===== config.mk =====
export PLATFORM = sky130hd
export DESIGN_NAME = circuit1_seq_ctrl_flat
export DESIGN_NICKNAME = d
export VERILOG_FILES = /design/src/rtl/circuit1_seq_ctrl_if.sv /design/src/rtl/circuit1_seq_ctrl.sv /design/src/flat_wrapper.sv
export SDC_FILE = /design/constraint.sdc
export NUM_CORES = 1
export LEC_CHECK = 0
export ABC_AREA = 1
export ABC_CLOCK_PERIOD_IN_PS = 6800
export CORE_MARGIN = 3
export CORE_UTILIZATION = 65
export CTS_CLUSTER_SIZE = 12
export DETAILED_ROUTE_END_ITERATION = 6
export DONT_BUFFER_PORTS = 1
export PLACE_DENSITY = 0.78
export SLEW_MARGIN = 20
export SYNTH_ARGS = -nofsm -noshare
export SYNTH_HDL_FRONTEND = slang
export SYNTH_SLANG_ARGS = --single-unit

===== constraint.sdc =====
create_clock -name Clk -period 6.8 [get_ports Clk]
set_clock_uncertainty 0.05 [all_clocks]
set_input_delay 2.04 -clock Clk [delete_from_list [all_inputs] [get_ports Clk]]
set_output_delay 2.04 -clock Clk [all_outputs]
set_load 0.01 [all_outputs]

===== src/rtl/circuit1_seq_ctrl_if.sv =====
// circuit1_seq_ctrl_if: start handshake, operand and result bundle for circuit1_seq_ctrl
interface circuit1_seq_ctrl_if #(parameter int DATAW = 8);
  logic             start_i;
  logic [DATAW-1:0] a_i;
  logic [DATAW-1:0] b_i;
  logic [DATAW-1:0] c_i;
  logic [DATAW-1:0] z_o;
  logic [2*DATAW-1:0] x_o;
  logic             busy_o;
  logic             done_o;
  modport master (output start_i, a_i, b_i, c_i, input z_o, x_o, busy_o, done_o);
  modport slave  (input start_i, a_i, b_i, c_i, output z_o, x_o, busy_o, done_o);
endinterface


===== src/rtl/circuit1_seq_ctrl.sv =====
// circuit1_seq_ctrl: multi-cycle Circuit1 sharing one add/sub unit, one comparator and one multiplier
module circuit1_seq_ctrl #(
  parameter int DATAW   = 8,
  parameter int MUL_LAT = 2
) (
  input logic Clk,
  input logic Rst,
  circuit1_seq_ctrl_if.slave io
);
  localparam int W2 = 2 * DATAW;
  typedef enum logic [2:0] {IDLE, ADD_D, ADD_E, CMP, MUL, SUB, DONE} state_t;
  state_t state_q, state_d;
  logic signed [DATAW-1:0] a_q, b_q, c_q, d_q, e_q, z_q;
  logic g_q;
  logic [3:0] cnt_q;
  logic signed [W2-1:0] f_q, x_q, a_x, b_x, c_x, d_x, op1, op2, alu, prod;
  assign a_x = {{DATAW{a_q[DATAW-1]}}, a_q};
  assign b_x = {{DATAW{b_q[DATAW-1]}}, b_q};
  assign c_x = {{DATAW{c_q[DATAW-1]}}, c_q};
  assign d_x = {{DATAW{d_q[DATAW-1]}}, d_q};
  // operand muxes idle at zero outside the three states that own the shared unit
  always_comb begin
    op1 = state_q == SUB ? f_q : (state_q == ADD_D || state_q == ADD_E) ? a_x : '0;
    op2 = state_q == ADD_D ? b_x : state_q == ADD_E ? c_x : state_q == SUB ? d_x : '0;
    alu = state_q == SUB ? op1 - op2 : op1 + op2;
    prod = a_q * c_q;
  end
  always_ff @(posedge Clk or negedge Rst)
    if (!Rst) state_q <= IDLE;
    else state_q <= state_d;
  always_comb begin
    state_d = state_q;
    case (state_q)
      IDLE:    state_d = io.start_i ? ADD_D : IDLE;
      ADD_D:   state_d = ADD_E;
      ADD_E:   state_d = CMP;
      CMP:     state_d = MUL;
      MUL:     state_d = cnt_q == '0 ? SUB : MUL;
      SUB:     state_d = DONE;
      default: state_d = IDLE;
    endcase
  end
  always_comb begin
    io.busy_o = state_q != IDLE;
    io.done_o = state_q == DONE;
    io.z_o = z_q;
    io.x_o = x_q;
  end
  always_ff @(posedge Clk or negedge Rst)
    if (!Rst) begin
      a_q <= '0;
      b_q <= '0;
      c_q <= '0;
      d_q <= '0;
      e_q <= '0;
      g_q <= 1'b0;
      f_q <= '0;
      cnt_q <= '0;
      z_q <= '0;
      x_q <= '0;
    end else begin
      if (state_q == IDLE && io.start_i) begin
        a_q <= io.a_i;
        b_q <= io.b_i;
        c_q <= io.c_i;
      end
      if (state_q == ADD_D) d_q <= alu[DATAW-1:0];
      if (state_q == ADD_E) e_q <= alu[DATAW-1:0];
      if (state_q == CMP) begin
        g_q <= d_q > e_q;
        cnt_q <= 4'(MUL_LAT - 1);
      end
      if (state_q == MUL) begin
        if (cnt_q == '0) f_q <= prod;
        else cnt_q <= cnt_q - 4'd1;
      end
      if (state_q == SUB) begin
        x_q <= alu;
        z_q <= g_q ? e_q : d_q;
      end
    end
endmodule


===== src/flat_wrapper.sv =====
// flat-port wrapper written by rule: the top's interface ports become plain ports
module circuit1_seq_ctrl_flat 
#(
  parameter int DATAW   = 8,
  parameter int MUL_LAT = 2
)
  (Clk, Rst, io_start_i, io_a_i, io_b_i, io_c_i, io_z_o, io_x_o, io_busy_o, io_done_o);
  circuit1_seq_ctrl_if #(.DATAW(DATAW)) io_i ();
  input logic Clk;
  input logic Rst;
  input wire logic [$bits(io_i.start_i)-1:0] io_start_i;
  input wire logic [$bits(io_i.a_i)-1:0] io_a_i;
  input wire logic [$bits(io_i.b_i)-1:0] io_b_i;
  input wire logic [$bits(io_i.c_i)-1:0] io_c_i;
  output wire logic [$bits(io_i.z_o)-1:0] io_z_o;
  output wire logic [$bits(io_i.x_o)-1:0] io_x_o;
  output wire logic [$bits(io_i.busy_o)-1:0] io_busy_o;
  output wire logic [$bits(io_i.done_o)-1:0] io_done_o;
  assign io_i.start_i = io_start_i;
  assign io_i.a_i = io_a_i;
  assign io_i.b_i = io_b_i;
  assign io_i.c_i = io_c_i;
  assign io_z_o = io_i.z_o;
  assign io_x_o = io_i.x_o;
  assign io_busy_o = io_i.busy_o;
  assign io_done_o = io_i.done_o;
  circuit1_seq_ctrl #(.DATAW(DATAW), .MUL_LAT(MUL_LAT)) u_core (.Clk(Clk), .Rst(Rst), .io(io_i));
endmodule

# [Word-level counts from Yosys, hierarchy flattened]
# Cells that the tools add are included.
[totals] mem_bits_rw=0 wordCells=41 latchBits=0 register_bits=88 input_bits=27 mem_bits_ro=0 n_memories=0 output_inout_bits=26
[op_classes] reduce_logical=6 add_sub_neg=3 bitwise=0 n_shift=0 n_lt_le_gt_ge=1 div_mod_pow=0 muxes=13 multipliers=1 eq_ne=6
[ops] operator="$mux 16" n=6
[ops] operator="$pmux 3 s6" n=1
[ops] operator="$add 16x16->16" n=1
[ops] operator="$mul 8x8->16" n=1
[ops] operator="$sub 16x16->16" n=1
[ops] operator="$mux 4" n=3
[ops] operator="$eq 3x3->1 const B" n=3
[ops] operator="$gt 8x8->1" n=1
[ops] operator="$mux 8" n=1
[ops] operator="$eq 3x2->1 const B" n=2
[ops] operator="$logic_not 4->1" n=1
[ops] operator="$sub 4x1->4 const B" n=1
[ops] operator="$eq 3x1->1 const B" n=1
[ops] operator="$logic_not 3->1" n=1
[ops] operator="$reduce_bool 3->1" n=1
[ops] operator="$mux 1" n=2
[ops] operator="$reduce_and 2->1" n=1
[ops] operator="$logic_and 1x1->1" n=1
[ops] operator="$logic_or 1x1->1" n=1

# [Logic depth before layout (Yosys ltp)]
[depth] ltp_word=6 depth_mapped=27 depth_no_buf=27

# [Worst setup path before layout]
# Ideal clock, no wire load.
[synth_path] kind="reg-to-reg" startpoint="register u_core.c_q[2]" endpoint="register u_core.f_q[15]" t_required_ns=6.632 arrival_ns=4.069 n_path_buf=1 path_slack_ns=2.563 setup_time_ns=0.118 stages_incl_launch_ff=22 period_less_slack_ns=4.237 cell_sequence="dfrtp_1 -> clkbuf_1 -> nand2_1 -> inv_1 -> fa_1 -> inv_1 -> fa_1 -> inv_1 -> fa_1 -> inv_1 -> fa_1 -> inv_1 -> ha_1 -> nand2_1 -> nor2_1 -> nand2_1 -> nor2_1 -> nor2_1 -> inv_1 -> nand2_1 -> nand3_1 -> nand2_1"
[synth_between] elab_chain_len=1
[synth_lines] item="start: declaration" line="circuit1_seq_ctrl.sv:13" text="logic signed [DATAW-1:0] a_q, b_q, c_q, d_q, e_q, z_q;"
[synth_lines] item="start signal: assignment" line="circuit1_seq_ctrl.sv:65" text="c_q <= io.c_i;"
[synth_lines] item="$mul 8x8->16" line="circuit1_seq_ctrl.sv:26" text="prod = a_q * c_q;"
[synth_lines] item="end signal: assignment" line="circuit1_seq_ctrl.sv:74" text="if (cnt_q == '0) f_q <= prod;"
[synth_lines] item="end: declaration" line="circuit1_seq_ctrl.sv:16" text="logic signed [W2-1:0] f_q, x_q, a_x, b_x, c_x, d_x, op1, op2, alu, prod;"
# Every way passes these cells.
# A chain may end at the register's enable or synchronous reset.

# [Worst setup path in the final report]
[layout_path] startpoint="register u_core.a_q[0]" endpoint="register u_core.f_q[10]"
[layout_between] elab_chain_len=1
[layout_lines] item="start: declaration" line="circuit1_seq_ctrl.sv:13"
[layout_lines] item="start signal: assignment" line="circuit1_seq_ctrl.sv:63" text="a_q <= io.a_i;"
[layout_lines] item="$mul 8x8->16" line="circuit1_seq_ctrl.sv:26"
# Every way passes these cells.

==> metrics.csv <==
metric,value,unit
flow.area_growth_from_synthesis,4.22,%
die_h,115,um
clock_tree_from_tritoncts,built,
worstPathBufferInverterCount,4,
timing.rr.end,u_core.f_q[10],
final_hold_viol_count,0,
finalCritPeriodShare,0.664,
number_of_cts_inserted_buffers,9,
depth_of_the_worst_register_to_register_path,16,
grt_setup_unrepaired,false,
cpLargestDelayFamily,adder cells,
synth.avg_cell_area,7.40,sq um
crit_path_top_delay_cell,sky130_fd_sc_hd__fa_1,
io_buf_count,0,
dpl.hpwl,14100,um
clock_sinks,88,
clk_latency_worst_skew_pair,0.37,ns
fill_cells,985,
cap_violations,0,
postSynth.topFlopCell,sky130_fd_sc_hd__dfrtp_1,
worstHoldPathType,flip-flop to flip-flop,
core-area,11500,sq um
critical_path.endpoint_type,flip-flop,
diodes,0,
route.detailed.vias_per_inst,5.53,
critPathLaunchType,flip-flop,
totalWireLength,18300,um
netlist-cell-type-count,34,
grt_overflow_total,0,
worstPathMaxFanout,8,
post_cts_hold_buffer_count,0,
first_pass_iters,7,
synthesis.instances,1047,
dieArea,13300,sq um
synthesis.yosys.warnings,0,
grt_antenna_before_repair,0,
gp_routability_congestion,0.943,
rows,39,
timing.max_slew.rel_slack,0.516,
postSynthRegisterBits,88,
ys_seq_area_frac,0.284,
grt_pass1_vias,6332,
design.portCount,53,
worst-r2r-setup-slack,2.28,ns
cts_htree_levels,3,
cts.path.max_buffers,2,
holdPathStages,2,
path_class,flip-flop to flip-flop,
cts_repair_resize_count,0,
setup-tns-final,0,ns
worstPathCellList,inv_1 -> nand2_1 -> fa_1 -> fa_1 -> inv_1 -> fa_1 -> inv_1 -> fa_1 -> inv_1 -> ha_1 -> a21oi_1 -> o21ai_0 -> a21o_1 -> or2_2 -> nand3_1 -> nand2_1,
worst_r2r_startpoint,u_core.a_q[0],
detail-route-antenna-nets,0,
grt.total_usage,0.294,
drt_drc_violations_left,0,
grt_start_max_net_pins,89,
die_w,115,um
synth-edff-count,0,
synth_area,7740,sq um
worst_min_delay_path_startpoint,u_core.e_q[5],
cts.repair_timing.setup_buffer_count,0,
critical_path_arrival,4.73,ns
outcome,"finished, final reports clean",
routedWlPerCell,15.6,um
slew_of_the_pin_with_the_lowest_slew_margin,0.724,ns
drive_gt1_frac,0.0524,
synth_async_sr_flop_share,1.00,
drt-initial-drc-count,497,
fmaxAchievable,0.221,GHz
timing_max_transition_violations_final,0,
grt_pass1_wl,30700,um
start_util,0.672,
cp_slowest_stage_delay,0.55,ns
layout_min_cycle_time,4.52,ns
report.final.setup_viol,0,
syn-num-nets,1185,
finish.net_count,1163,
hold_end,u_core.e_q[5],
clk_pin_slew,0.08,ns
vias,6490,
worstPathRequired,7.02,ns
cts_root_buffer,sky130_fd_sc_hd__clkbuf_16,
-- Yosys cell counts, drive strengths merged (5+ instances only) --
| cell type | n | area, sq um |
|---|---|---|
| fa | 56 | 1120 |
| a21oi | 42 | 210 |
| nand2 | 307 | 1170 |
| nand3 | 52 | 265 |
| clkbuf | 24 | 90.1 |
| nand4 | 6 | 37.5 |
| nand3b | 11 | 82.6 |
| xnor2 | 7 | 61.3 |
| o21ai | 71 | 355 |
| nor2 | 81 | 339 |
| xor2 | 5 | 43.8 |
| inv | 197 | 739 |
| buf | 12 | 71.3 |
| ha | 55 | 688 |
| mux2 | 11 | 124 |
| dfrtp | 88 | 2200 |
| or2 | 7 | 43.8 |
-- worst min-delay path: cells and delay by family (launching register included) --
kind	cells	cell delay, ns
AO/OA/AOI/OAI	1	0.05
AND/OR/NAND/NOR	1	0.05
flip-flops	1	0.34
-- kinds of logic (layout without fill, tap and decap cells) --
family | Yosys count | after routing | synth area share
buffers and inverters | 233 | 216 | 0.116
XOR/XNOR | 12 | 12 | 0.0136
AO/OA/AOI/OAI | 124 | 124 | 0.0830
multiplexers | 11 | 11 | 0.0160
adder cells (fa/ha/maj) | 111 | 111 | 0.234
flip-flops | 88 | 88 | 0.284
AND/OR/NAND/NOR | 468 | 468 | 0.253
-- routing by layer --
| metal | vias up | track usage | share of wire |
|---|---|---|---|
| li1 | 3175 | - | - |
| met1 | 3056 | 0.416 | 0.46 |
| met2 | 225 | 0.449 | 0.45 |
| met3 | 34 | 0.0621 | 0.068 |
| met4 | 0 | 0.107 | 0.027 |
| met5 | - | 0 | 0 |
-- cells in the final DEF, fill, tap and decap left out, types with 3 or more instances in the layout --
cell type | netlist | final
sky130_fd_sc_hd__a21o_1 | 3 | 3
sky130_fd_sc_hd__a21oi_1 | 42 | 42
sky130_fd_sc_hd__buf_4 | 0 | 3
sky130_fd_sc_hd__clkbuf_16 | 0 | 9
sky130_fd_sc_hd__dfrtp_1 | 88 | 88
sky130_fd_sc_hd__fa_1 | 56 | 56
sky130_fd_sc_hd__ha_1 | 55 | 55
sky130_fd_sc_hd__inv_1 | 194 | 194
sky130_fd_sc_hd__inv_2 | 3 | 3
sky130_fd_sc_hd__mux2_2 | 11 | 11
sky130_fd_sc_hd__nand2_1 | 302 | 301
sky130_fd_sc_hd__nand2_2 | 4 | 5
sky130_fd_sc_hd__nand3_1 | 51 | 51
sky130_fd_sc_hd__nand3b_1 | 11 | 11
sky130_fd_sc_hd__nand4_1 | 6 | 6
sky130_fd_sc_hd__nor2_1 | 73 | 73
sky130_fd_sc_hd__nor2_2 | 5 | 5
sky130_fd_sc_hd__nor2_4 | 3 | 3
sky130_fd_sc_hd__nor3_1 | 3 | 3
sky130_fd_sc_hd__o21ai_0 | 70 | 70
sky130_fd_sc_hd__or2_2 | 7 | 7
sky130_fd_sc_hd__xnor2_1 | 7 | 7
sky130_fd_sc_hd__xor2_1 | 5 | 5
-- flip-flops by register name, summed over array words and instances (netlist names), 3 cells and up --
name            flops
u_core.b_q          8
u_core.io.z_o       8
u_core.d_q          8
u_core.io.x_o      16
u_core.a_q          8
u_core.state_q      3
u_core.cnt_q        4
u_core.f_q         16
u_core.c_q          8
u_core.e_q          8
-- area by class of cell --
class	instances	area (sq um)	share of cell area
Sequential cell	88	2200	0.273
Clock inverter	5	41.3	0.00512
Tap cell	143	179	0.0222
Multi-Input combinational cell	726	4640	0.575
Inverter	197	739	0.0916
Timing Repair Buffer	3	22.5	0.00279
Clock buffer	11	243	0.0301
-- worst max-delay path by stage --
stage                  start        endpoint  cells after the start  slack, ns
3_5_place_dp   u_core.c_q[2]  u_core.f_q[13]                     18       2.31
2_1_floorplan  u_core.c_q[2]  u_core.f_q[15]                     21       2.56
5_1_grt        u_core.c_q[2]  u_core.f_q[13]                     18       1.94
3_3_place_gp   u_core.c_q[2]  u_core.f_q[15]                     20       2.44
4_1_cts        u_core.c_q[2]  u_core.f_q[13]                     18       2.30
6_report       u_core.a_q[0]  u_core.f_q[10]                     16       2.28
-- stage by stage --
| step | hold WS, ns | instances | instance area, sq um | util | setup slack, ns |
|---|---|---|---|---|---|
| after floorplan | 0.392 | 1047 | 7740 | - | 2.56 |
| final | 0.433 | 1173 | 8070 | 0.701 | 2.28 |
| after CTS | 0.435 | 1173 | 8070 | 0.701 | 2.30 |
| after global placement | 0.411 | 1157 | 7790 | 0.676 | 2.44 |
| after detailed placement | 0.418 | 1157 | 7790 | 0.676 | 2.31 |
| after global routing | 0.453 | 1173 | 8070 | 0.701 | 1.94 |
Power is not shown: default switching activity piles up to over one toggle a cycle in this logic, so the estimate is an artifact.
